[src/rtl/pim_conv_accum_if.sv]
// Port bundle between the row-accumulation stage, its start/config source,
// the conv line it reads, and the pooling stage it feeds.
interface pim_conv_accum_if #(
    parameter int DEPTH  = 32,
    parameter int ADDR_W = $clog2(DEPTH)
);
    logic                start;
    logic [ADDR_W-1:0]   base_addr;
    logic signed [7:0]   bias;
    logic [ADDR_W-1:0]   conv_addr;
    logic                conv_en;
    logic signed [8:0]   conv_value;
    logic                busy;
    logic                out_valid;
    logic                out_ready;
    logic signed [7:0]   out_data;

    modport master (
        input  start, base_addr, bias, conv_value, out_ready,
        output conv_addr, conv_en, busy, out_valid, out_data
    );

    modport slave (
        output start, base_addr, bias, conv_value, out_ready,
        input  conv_addr, conv_en, busy, out_valid, out_data
    );
endinterface

[src/rtl/pim_conv_accum.sv]
// Issues KROWS row reads per window, sums the tagged conv-line returns,
// adds bias, applies ReLU with 8-bit saturation and holds the result until taken.
module pim_conv_accum #(
    parameter int DEPTH = 32,
    parameter int KROWS = 5,
    parameter int LAT   = 1,
    parameter int ACC_W = 16
) (
    input  logic               clk,
    input  logic               rst,
    pim_conv_accum_if.master   io
);
    localparam int ADDR_W = $clog2(DEPTH);
    // Shared by the ISSUE row index (< DEPTH) and the DRAIN countdown (< 4).
    localparam int CNT_W  = ADDR_W + 3;

    typedef enum logic [1:0] {IDLE, ISSUE, DRAIN, OUT} state_t;

    state_t                   state, state_nxt;
    logic [CNT_W-1:0]         cnt;
    logic [ADDR_W-1:0]        base_q;
    logic signed [7:0]        bias_q;
    logic signed [ACC_W-1:0]  acc, acc_nxt;
    logic signed [ACC_W:0]    sum;
    logic signed [7:0]        out_q;
    logic [LAT-1:0]           vld_pipe;
    logic [ADDR_W:0]          addr_raw, addr_wrap;
    logic                     start_ok, issue_last, drain_last;

    assign start_ok   = (state == IDLE) && io.start;
    assign issue_last = (cnt == CNT_W'(KROWS - 1));
    assign drain_last = (cnt == CNT_W'(LAT - 1));

    always_ff @(posedge clk) begin
        if (rst) state <= IDLE;
        else     state <= state_nxt;
    end

    always_comb begin
        state_nxt = state;
        case (state)
            IDLE:  if (io.start)   state_nxt = ISSUE;
            ISSUE: if (issue_last) state_nxt = DRAIN;
            DRAIN: if (drain_last) state_nxt = OUT;
            OUT:   if (io.out_ready) state_nxt = IDLE;
            default: state_nxt = IDLE;
        endcase
    end

    always_comb begin
        addr_raw     = {1'b0, base_q} + cnt[ADDR_W:0];
        addr_wrap    = (addr_raw >= (ADDR_W+1)'(DEPTH)) ? addr_raw - (ADDR_W+1)'(DEPTH) : addr_raw;
        io.conv_en   = (state == ISSUE);
        io.conv_addr = (state == ISSUE) ? addr_wrap[ADDR_W-1:0] : '0;
        io.busy      = (state != IDLE);
        io.out_valid = (state == OUT);
        io.out_data  = out_q;
    end

    // Only a tag leaving the pipe lets conv_value into the accumulator.
    always_comb begin
        acc_nxt = acc;
        if (vld_pipe[LAT-1])
            acc_nxt = acc + {{(ACC_W-9){io.conv_value[8]}}, io.conv_value};
        sum = {acc_nxt[ACC_W-1], acc_nxt} + {{(ACC_W-7){bias_q[7]}}, bias_q};
    end

    always_ff @(posedge clk) begin
        if (rst) begin
            cnt      <= '0;
            base_q   <= '0;
            bias_q   <= '0;
            acc      <= '0;
            vld_pipe <= '0;
            out_q    <= '0;
        end else begin
            vld_pipe[0] <= io.conv_en;
            for (int i = 1; i < LAT; i++)
                vld_pipe[i] <= vld_pipe[i-1];

            if (start_ok) begin
                cnt    <= '0;
                base_q <= io.base_addr;
                bias_q <= io.bias;
                acc    <= '0;
            end else begin
                acc <= acc_nxt;
                if ((state == ISSUE && issue_last) || (state == DRAIN && drain_last))
                    cnt <= '0;
                else if (state == ISSUE || state == DRAIN)
                    cnt <= cnt + CNT_W'(1);
            end

            // The last return lands in the final DRAIN cycle, so use acc_nxt here.
            if (state == DRAIN && drain_last) begin
                if (sum < 0)        out_q <= 8'sd0;
                else if (sum > 127) out_q <= 8'sd127;
                else                out_q <= sum[7:0];
            end
        end
    end
endmodule

[src/flat_wrapper.sv]
// flat-port wrapper written by rule: the top's interface ports become plain ports
module pim_conv_accum_flat 
#(
    parameter int DEPTH = 32,
    parameter int KROWS = 5,
    parameter int LAT   = 1,
    parameter int ACC_W = 16
)
  (clk, rst, io_start, io_base_addr, io_bias, io_conv_value, io_out_ready, io_conv_addr, io_conv_en, io_busy, io_out_valid, io_out_data);
  pim_conv_accum_if #(.DEPTH(DEPTH)) io_i ();
  input  logic clk;
  input  logic rst;
  input wire logic [$bits(io_i.start)-1:0] io_start;
  input wire logic [$bits(io_i.base_addr)-1:0] io_base_addr;
  input wire logic [$bits(io_i.bias)-1:0] io_bias;
  input wire logic [$bits(io_i.conv_value)-1:0] io_conv_value;
  input wire logic [$bits(io_i.out_ready)-1:0] io_out_ready;
  output wire logic [$bits(io_i.conv_addr)-1:0] io_conv_addr;
  output wire logic [$bits(io_i.conv_en)-1:0] io_conv_en;
  output wire logic [$bits(io_i.busy)-1:0] io_busy;
  output wire logic [$bits(io_i.out_valid)-1:0] io_out_valid;
  output wire logic [$bits(io_i.out_data)-1:0] io_out_data;
  assign io_i.start = io_start;
  assign io_i.base_addr = io_base_addr;
  assign io_i.bias = io_bias;
  assign io_i.conv_value = io_conv_value;
  assign io_i.out_ready = io_out_ready;
  assign io_conv_addr = io_i.conv_addr;
  assign io_conv_en = io_i.conv_en;
  assign io_busy = io_i.busy;
  assign io_out_valid = io_i.out_valid;
  assign io_out_data = io_i.out_data;
  pim_conv_accum #(.DEPTH(DEPTH), .KROWS(KROWS), .LAT(LAT), .ACC_W(ACC_W)) u_core (.clk(clk), .rst(rst), .io(io_i));
endmodule
[config.mk]
export PLATFORM = sky130hd
export DESIGN_NAME = pim_conv_accum_flat
export DESIGN_NICKNAME = d
export VERILOG_FILES = /design/src/rtl/pim_conv_accum_if.sv /design/src/rtl/pim_conv_accum.sv /design/src/flat_wrapper.sv
export SDC_FILE = /design/constraint.sdc
export NUM_CORES = 1
export LEC_CHECK = 0
export BUFFER_PORTS_ARGS = -buffer_cell sky130_fd_sc_hd__buf_2
export CAP_MARGIN = 30
export CORE_AREA = 3 3 118 86
export CTS_BUF_LIST = sky130_fd_sc_hd__clkbuf_2 sky130_fd_sc_hd__clkbuf_4 sky130_fd_sc_hd__clkbuf_8
export DETAILED_ROUTE_END_ITERATION = 10
export DIE_AREA = 0 0 121 89
export PLACE_DENSITY_LB_ADDON = 0.05
export SYNTH_ARGS = -nofsm -noshare
export SYNTH_HDL_FRONTEND = slang
export SYNTH_SLANG_ARGS = --single-unit
[constraint.sdc]
create_clock -name clk -period 4 [get_ports clk]
set_input_delay 0.2 -clock clk [delete_from_list [all_inputs] [get_ports clk]]
set_output_delay 0.2 -clock clk [all_outputs]
set_load 0.05 [all_outputs]
# Yosys cells after proc, flatten, opt, wreduce, memory -nomap -nowiden
# Cells that the tools add are included.
dict set report word_totals {
  inputBits 26
  output_inout_bits 16
  ff_bits 48
}
dict set report classes {
  muxes 10
  eq_ne 8
  n_lt_le_gt_ge 3
  n_reduce_logical 11
  add_sub_neg 5
}
# cell n
set ops {}
lappend ops {{$add 16x8->17} 1}
lappend ops {{$gt 17x8->1 const B} 1}
lappend ops {{$lt 17x1->1 const B} 1}
lappend ops {{$add 16x16->16} 1}
lappend ops {{$mux 16} 1}
lappend ops {{$mux 8} 2}
lappend ops {{$mux 5} 2}
lappend ops {{$add 8x1->8 const B} 1}
lappend ops {{$eq 8x3->1 const B} 1}
lappend ops {{$logic_not 8->1} 1}
lappend ops {{$mux 2} 4}
lappend ops {{$pmux 2 s4} 1}
lappend ops {{$add 5x6->6} 1}
lappend ops {{$ge 6x6->1 const B} 1}
lappend ops {{$sub 5x1->5 const B} 1}
lappend ops {{$eq 2x2->1 const B} 2}
lappend ops {{$ne 2x1->1 const B} 2}
lappend ops {{$ne 2x2->1 const B} 2}
lappend ops {{$reduce_and 4->1} 1}
lappend ops {{$logic_and 1x1->1} 3}
lappend ops {{$reduce_or 3->1} 1}
lappend ops {{$eq 2x1->1 const B} 1}
lappend ops {{$logic_not 2->1} 1}
lappend ops {{$logic_or 1x1->1} 2}
lappend ops {{other kinds (2)} 2}

# Longest topological paths before layout
# Gate-level depths: netlist of run 1.
dict set report logic_depth {
  depth_word 6
  ltp_mapped 17
  depth_no_buf 17
}

# Least setup slack after synthesis of run 1
# Ideal clock, no wire load.
dict set report synth_path {
  path_kind {flip-flop to flip-flop}
  startpoint {reg u_core.acc[0]}
  endpoint {reg u_core.out_q[1], in the netlist u_core.io.out_data[1]}
  required_ns 3.880
  setup_slack_ns 0.060
  stages_incl_launch_ff 18
  setup_ns 0.120
  t_arrival_ns 3.820
  n_path_buf 0
  period_less_slack_ns 3.940
  path_cell_list {dfxtp_1 ha_1 fa_1 a21o_1 a21oi_1 o21ai_0 a221o_1 a31oi_1 mux2i_1 nand2_1 ha_1 nand2_1 a32o_1 nor3_1 o311ai_0 a211oi_1 nand4_1 o31a_1}
}
dict set report synth_between {
  elab_chain_len 6
  elab_cells_between_ends 7
  classes_between {add/sub (2); order compare (2); mux (3)}
}
# item line_no
set synth_rtl {}
lappend synth_rtl {{start, declared} pim_conv_accum.sv:23} ;# logic signed [ACC_W-1:0] acc, acc_nxt;
lappend synth_rtl {{start signal, assigned} pim_conv_accum.sv:87} ;# acc <= acc_nxt;
lappend synth_rtl {{$add 16x16->16 (*)} pim_conv_accum.sv:64} ;# acc_nxt = acc + {{(ACC_W-9){io.conv_value[8]}}, io.conv_value};
lappend synth_rtl {{$mux 16 (*)} pim_conv_accum.sv:63} ;# if (vld_pipe[LAT-1])
lappend synth_rtl {{named net u_core.acc_nxt[14]} pim_conv_accum.sv:23}
lappend synth_rtl {{$add 16x8->17 (*)} pim_conv_accum.sv:65} ;# sum = {acc_nxt[ACC_W-1], acc_nxt} + {{(ACC_W-7){bias_q[7]}}, bias_q};
lappend synth_rtl {{$gt 17x8->1} pim_conv_accum.sv:97} ;# else if (sum > 127) out_q <= 8'sd127;
lappend synth_rtl {{$mux 8} pim_conv_accum.sv:97}
lappend synth_rtl {{$mux 8 (*)} pim_conv_accum.sv:96} ;# if (sum < 0) out_q <= 8'sd0;
lappend synth_rtl {{end signal, assigned} pim_conv_accum.sv:98} ;# else out_q <= sum[7:0];
lappend synth_rtl {{end, declared} pim_conv_accum.sv:25} ;# logic signed [7:0] out_q;
# Mark *: on every way through the listed nets, which the timed path passes. The rest lies on a longest branch.
# A chain may end at the register's enable or synchronous reset.

# Worst setup path in the final report of run 1
dict set report layout_path {
  startpoint {reg u_core.acc[8]}
  endpoint {reg u_core.out_q[0], in the netlist u_core.io.out_data[0]}
}
# Same word-level chain as after synthesis.

==> results of run 1 <==
==> state kept, by name (all words and copies together) (netlist names) <==
signal,flops
u_core.acc,16
u_core.state,2
u_core.cnt,8
u_core.bias_q,8
u_core.base_q,5
u_core.io.out_data,8
u_core.vld_pipe,1
==> timing repair <==
item | CTS | global route
gates resized for setup | 13 | 12
endpoints found under the setup margin | 7 | 7
buffers inserted | 1 | 2
pin swaps | 21 | 17
==> metal layers <==
metal,part of all wire [%],GRT usage [%]
met5,0,0
met4,0.67,3.601
met3,4.6,3.099
met2,37,25.96
met1,57,29.43
==> worst max-delay path, delay by kind of cell (launching register included) <==
family,cells,cell delay [ns]
compound gates,9,1.81
xor+xnor,1,0.14
fa+ha+maj,2,0.59
buf+inv,1,0.15
flops,1,0.40
simple gates,3,0.72
==> through the flow <==
stage | setup TNS, ns | area [sq um]
finish | 0 | 4506
global route | -0.9162 | 4506
CTS | -0.2426 | 4418
detailed placement | -1.730 | 4229
global placement | -1.423 | 4229
floorplan | 0 | 3626
==> power groups by stage <==
stage / Clock [mW] / Combinational [mW] / Sequential [mW]
detailed placement: 0 / 1.29 / 0.636
global route: 0.432 / 1.54 / 0.641
floorplan: 0 / 0.847 / 0.693
global placement: 0 / 1.29 / 0.635
CTS: 0.415 / 1.34 / 0.627
finish: 0.403 / 1.39 / 0.629
==> worst paths after layout <==
path | from | to | slack, ns
max | u_core.acc[8] | u_core.io.out_data[0] | 0.07
min reg2reg | u_core.bias_q[0] | u_core.bias_q[0] | 0.47
min | io_base_addr[4] | u_core.base_q[4] | 0.12
max reg2reg | u_core.acc[8] | u_core.io.out_data[0] | 0.07
==> layout make-up <==
type	count	area share, %
multi-input cells	362	58.68
inverters	25	2.083
repair buffers	83	11.64
clock buffers	7	2.138
flip-flops and latches	48	21.36
clock inverters	1	0.6665
well taps	124	3.443
==> cell families (layout without fill, tap and decap cells) <==
family	after synthesis	after routing	share of synthesized area [%]
simple gates	152	152	20.32
compound gates	125	125	22.46
flops	48	48	26.50
fa+ha+maj	45	45	16.15
buf+inv	34	116	3.968
xor+xnor	23	23	5.555
mux	17	17	5.038
==> placed cells by master, fill, tap and decap left out, drive strengths merged, types with 5 or more instances in the layout <==
| cell type | netlist | final |
|---|---|---|
| buf | 3 | 83 |
| o31a | 9 | 9 |
| a31oi | 6 | 6 |
| nor3 | 7 | 7 |
| nand4 | 5 | 5 |
| nand2b | 9 | 9 |
| ha | 42 | 42 |
| xnor2 | 12 | 12 |
| nor2 | 28 | 28 |
| xor2 | 11 | 11 |
| a211oi | 5 | 5 |
| a21oi | 42 | 42 |
| a21o | 12 | 12 |
| o21ai | 24 | 24 |
| nand2 | 60 | 60 |
| inv | 25 | 25 |
| clkbuf | 6 | 7 |
| mux2 | 10 | 10 |
| nor2b | 13 | 13 |
| nand3 | 9 | 9 |
| mux2i | 7 | 7 |
| dfxtp | 48 | 48 |
==> reports/metrics.cfg, run 1 <==
[run_status]
run_status = finished clean

[floorplan]
die_height_um = 89
fp.coreArea_sq_um = 9035
dieArea_sq_um = 10770
die_width_um = 121
i_o_pin_count = 42
core.rowCount = 29
initial_utilization_pct = 40.13

[worst_setup_path]
worst-path-max-fanout = 7
timing.critical_path.mode_cell = a211oi_2
worst_setup_path_start_kind = flip-flop
cp.required_ns = 4.21
worst-endpoint-arrival_ns = 4.13
reg2reg_depth = 16
cpPeakStageDelay_ns = 0.47
timing.critical_path.to_type = flip-flop
timing.setup.critical_path_class = reg -> reg
critical_path.slowest_cell = or4_1
timing.critical_path.cells = ha_4 > a21o_1 > or4_1 > o21a_1 > o2111a_1 > a211oi_2 > xnor2_1 > ha_1 > nand2b_1 > o22ai_1 > a221oi_2 > o311ai_2 > a211oi_2 > nand4_1 > buf_6 > o31a_1

[yosys]
yosys.cell_types.count = 59
sequential_element_share_of_the_synthesized_area_pct = 26.50
synth.area.top_cells = dfxtp_1 27%, ha_1 14%, nand2_1 6.2%, a21oi_1 5.8%, mux2_2 3.1%
synth.net_count = 515
ys_async_sr_fraction_pct = 0
synth_warnings = 0
synth_enable_flop_cells = 0
synth.largest_area_cell = dfxtp_1
synth_largest_type_area_fraction_pct = 26.50
mappedNetlistArea_sq_um = 3626
yosys_most_used_dff = dfxtp_1
synth-seq-cells = 48
yosys.cell_count.top_type = nand2_1
synthesis.instances = 444
synth.avg_cell_area_sq_um = 8.167
yosys-top-cells-count = 60 x nand2_1, 48 x dfxtp_1, 42 x a21oi_1, 42 x ha_1, 28 x nor2_1

[timing]
max_slew.worst_pin.slew_ns = 0.6611
finalWorstSetupSlack_ns = 0.07242
slew_headroom_pct = 55.88
min_period_ns = 3.928
hold_viol = 0
setup_viol = 0
rsz0062_at_grt = yes
hold_ws_ns = 0.1224
fmaxAchievable_ghz = 0.2546
clock_skew_ns = 0.005920
finalMaxSlewViolations = 0
timing.final.crit_share_pct = 98.19

[pwr]
p_int_mw = 1.346
post-layout-total-power_mw = 2.419
ir_drop_uv = 348.5
share_clk_of_total_power_pct = 16.7
power_frac_comb_pct = 57.3
switch_share_pct = 44.33
power.leakage_nw = 2.090
pwr-share-seq_pct = 26.0
power_density_nw_per_um2 = 536.8
power.net_switching_mw = 1.072

[global_route]
grt_first_pass_wirelength_um = 15970
global_route.usage.total_pct = 18.55
total_grt_overflow = 0
via_count_of_the_first_global_routing_pass = 3251
antenna_found_initial = 0
grt_start_max_net_pins = 25

[placement]
port-buffer-count = 41
pre_cts_slack_ns = -0.2534
gp_congestion = 0.8431
detailedPlacementHpwl_um = 7520
placed_cells_incl_taps = 639

[clocking]
hold_buffers = 0
ctsLongestPathBuffers = 2
cts.htree.levels = 2
ctsRootBufferMaster = clkbuf_8
insertion_delay_ns = 0.31
cts_made_buffers = 5
tritoncts = done
clk_pin_slew_worst_paths_ns = 0.10
clock_sink_count = 48

[routing]
detailedRoute.firstIterationViolations = 206
avgRoutedWirePerCell_um = 14.99
drt_pre_antenna_iters = 4
vias = 3348
drt_wl_total_um = 9746
drt.antenna.violating_nets = 0
detail_route.drc_violations = 0
post_dr_vias_cell = 5.151

[finish]
area_taken_by_multi_input_logic_gates_sq_um = 2644
layout-area-overhead-vs-synth_pct = 24.26
fraction_of_layout_cells_with_a_size_suffix_above_1_pct = 24.71
antenna_cells_inserted = 0
post_layout_nonfiller_instances = 650
filler_cell_count = 902
final_net_count = 596
sequential_cell_area_sq_um = 962.2
fin_util_pct = 49.87

[run]
cap_viol_max_count = 0

[min_path]
worst_hold_path.num_cells = 3
hold_path.class = in -> reg

Power figures use the tool's default switching activity.
==> inputs of run 2 (changes only) <==
--- a/config.mk
+++ b/config.mk
@@ -5,6 +5,7 @@
 export SDC_FILE = /design/constraint.sdc
 export NUM_CORES = 1
 export LEC_CHECK = 0
+export ABC_CLOCK_PERIOD_IN_PS = 4900
 export BUFFER_PORTS_ARGS = -buffer_cell sky130_fd_sc_hd__buf_2
 export CAP_MARGIN = 30
 export CORE_AREA = 3 3 118 86
==> constraint.sdc (replaced) <==
create_clock -name clk -period 4.9 [get_ports clk]
set_input_delay 0.245 -clock clk [delete_from_list [all_inputs] [get_ports clk]]
set_output_delay 0.245 -clock clk [all_outputs]
set_load 0.05 [all_outputs]
==> run 2 against run 1 <==
  * Register-to-register slack gained 0.26 ns
  * Die area is the same
  * Setup slack gained 0.26 ns
  * Sequential share of layout area grew 2.2 points
  * Utilization shrank 4.7 points
  * Via count shrank 5.1%
  * Non-clock buffer count shrank 39
  * Count of clock-buffer cells in the layout shrank 1
  * Routed wire length shrank 7.7%
  * Power shrank 26%
  * Critical path type unchanged
  * Critical endpoint is now u_core.io.out_data[4]
  * Largest power group unchanged
==> reports/metrics.cfg, run 2 (same netlist as run 1, synthesis figures left out) <==
[run_status]
run_status = finished clean

[worst_setup_path]
worst-path-max-fanout = 7  ; unchanged
timing.critical_path.to_type = flip-flop
worst-endpoint-arrival_ns = 4.78  ; +0.65 ns
worst_r2r_startpoint = u_core.acc[0]
worst_setup_path_start_kind = flip-flop
timing.rr.end = u_core.io.out_data[4]
timing.setup.critical_path_class = reg -> reg
r2r_slack_ns = 0.33  ; +0.26 ns
reg2reg_depth = 18  ; +2
cp.required_ns = 5.11  ; +0.90 ns

[timing]
setup_viol = 0  ; unchanged
max_slew.worst_pin.slew_ns = 0.6935  ; +0.03242 ns
min_period_ns = 4.566  ; +0.6389 ns
finalMaxSlewViolations = 0  ; unchanged
slew_headroom_pct = 53.72  ; -2.2 points
rsz0062_at_grt = no
setup_total_negative_slack_ns = 0  ; unchanged
clock_skew_ns = 0.004005  ; -0.001914 ns
timing.final.crit_share_pct = 93.19  ; -5.0 points
fmaxAchievable_ghz = 0.2190  ; -14%
hold_viol = 0  ; unchanged

[routing]
post_dr_vias_cell = 5.200  ; +0.95%
drt_pre_antenna_iters = 4  ; unchanged
detailedRoute.firstIterationViolations = 157  ; -24%
detail_route.drc_violations = 0  ; unchanged
drt.antenna.violating_nets = 0  ; unchanged
avgRoutedWirePerCell_um = 14.73  ; -1.8%
drt_wl_total_um = 8997  ; -7.7%
vias = 3177  ; -5.1%

[clocking]
insertion_delay_ns = 0.31  ; about the same
cts_made_buffers = 5  ; unchanged
clock_sink_count = 48  ; unchanged
ctsLongestPathBuffers = 2  ; unchanged
ctsRootBufferMaster = clkbuf_8
tritoncts = done
clk_pin_slew_worst_paths_ns = 0.09  ; about the same
cts.htree.levels = 2  ; unchanged
postCtsResizedCells = 0  ; -13

[pwr]
power_density_nw_per_um2 = 440.6  ; -18%
post-layout-total-power_mw = 1.798  ; -26%
ir_drop_uv = 247.6  ; -29%
power.leakage_nw = 1.883  ; -9.9%

[placement]
gp_congestion = 0.8541  ; +1.3%
port-buffer-count = 41  ; unchanged
placed_cells_incl_taps = 602  ; -5.8%
detailedPlacementHpwl_um = 7053  ; -6.2%

[min_path]
hold_path.class = in -> reg
timing.hold.worst.start = io_bias[0]
worst_hold_path.num_cells = 3  ; unchanged
whs_endpoint = u_core.bias_q[0]

[floorplan]
die_height_um = 89  ; unchanged
dieArea_sq_um = 10770  ; unchanged
core.rowCount = 29  ; unchanged
die_width_um = 121  ; unchanged
fp.coreArea_sq_um = 9035  ; unchanged
i_o_pin_count = 42  ; unchanged
initial_utilization_pct = 40.13  ; unchanged

[finish]
largest-register = u_core.acc
final_cell_mix = 60 x nand2_1, 48 x dfxtp_1, 42 x a21oi_1, 42 x ha_1, 41 x buf_2
layout_commonest_cell = nand2_1
antenna_cells_inserted = 0  ; unchanged
post_layout_nonfiller_instances = 611  ; -6.0%
layout-area-overhead-vs-synth_pct = 12.53
final_net_count = 557  ; -6.5%
flip_flop_count_of_the_largest_register_after_layout = 16  ; unchanged
fraction_of_layout_cells_with_a_size_suffix_above_1_pct = 14.58  ; -10 points

[global_route]
grt_first_pass_wirelength_um = 14950  ; -6.4%
antenna_found_initial = 0  ; unchanged
via_count_of_the_first_global_routing_pass = 2968  ; -8.7%
grt_start_max_net_pins = 25  ; unchanged
global_route.usage.total_pct = 17.43  ; -1.1 points
total_grt_overflow = 0  ; unchanged

[run]
cap_viol_max_count = 0  ; unchanged

## run 2: changes by cell type in the layout (fill, tap and decap cells not counted), moves of 2 or more
cell / delta
buf_4: -38
ha_1: +4
ha_4: -4
a21oi_1: +3
a21oi_2: -3
a31oi_1: +2
a31oi_2: -2
o21ai_2: -2
## run 2: stage by stage
step	cell area, sq um	hold slack (ns)	util [%]	setup WS [ns]
floorplan	3626	0.3810	-	0.9599
global placement	3951	0.4496	43.73	0.4035
detailed placement	3951	0.4566	43.73	0.1734
CTS	4073	0.1461	45.08	0.2200
global route	4080	0.1497	45.16	0.05889
finish	4080	0.1622	45.16	0.3335
## run 2: layout make-up
type / instances / area [sq um]
clock inverters: 2 / 38.79
multi-input cells: 362 / 2521
fillers: 920 / 4955
repair buffers: 44 / 227.7
clock buffers: 6 / 82.58
inverters: 25 / 93.84
flip-flops and latches: 48 / 960.9
well taps: 124 / 155.1
## run 2: per-layer routing
layer	vias to the layer above	routed length, um	GRT usage [%]
met4	0	85	4.321
met3	8	287	3.226
met1	1448	5372	28.04
met2	40	3250	23.14
met5	-	0	0
li1	1681	-	-
## run 2: worst max path at each step
stage / start / endpoint / slack [ns] / depth (start not counted)
finish: u_core.acc[0] / u_core.io.out_data[4] / 0.33 / 18
global route: u_core.acc[0] / u_core.io.out_data[6] / 0.06 / 18
CTS: u_core.acc[0] / u_core.io.out_data[4] / 0.22 / 17
detailed placement: io_conv_value[0] / u_core.io.out_data[1] / 0.17 / 18
global placement: io_conv_value[0] / u_core.io.out_data[0] / 0.40 / 18
floorplan: u_core.acc[0] / u_core.io.out_data[1] / 0.96 / 17
## run 2: power by group
part           total (mW)  internal (mW)  switching (mW)
clock               0.309          0.167           0.142
combinational       0.981          0.355           0.626
sequential          0.508          0.457          0.0514
## run 2: timing repair
item / 4_1_cts / 5_1_grt
endpoints found under the hold margin: 0 / 0
setup buffers: 0 / 1
hold buffers: 0 / 0
setup endpoints to repair: 0 / 7
## run 2: worst max-delay path, cell delays in order, from the launching register on
cell and delay, ns:
dfxtp_1 0.32, ha_1 0.20, fa_1 0.41, a21o_1 0.17, a21oi_1 0.27, o21ai_0 0.20, a221o_1 0.41, a31oi_1 0.24
mux2i_1 0.25, nand2_1 0.10, ha_1 0.39, nand2_1 0.07, a32o_1 0.21, nor3_1 0.21, o311ai_0 0.18, a211oi_1 0.25
nand4_1 0.13, buf_4 0.18, o31a_1 0.27
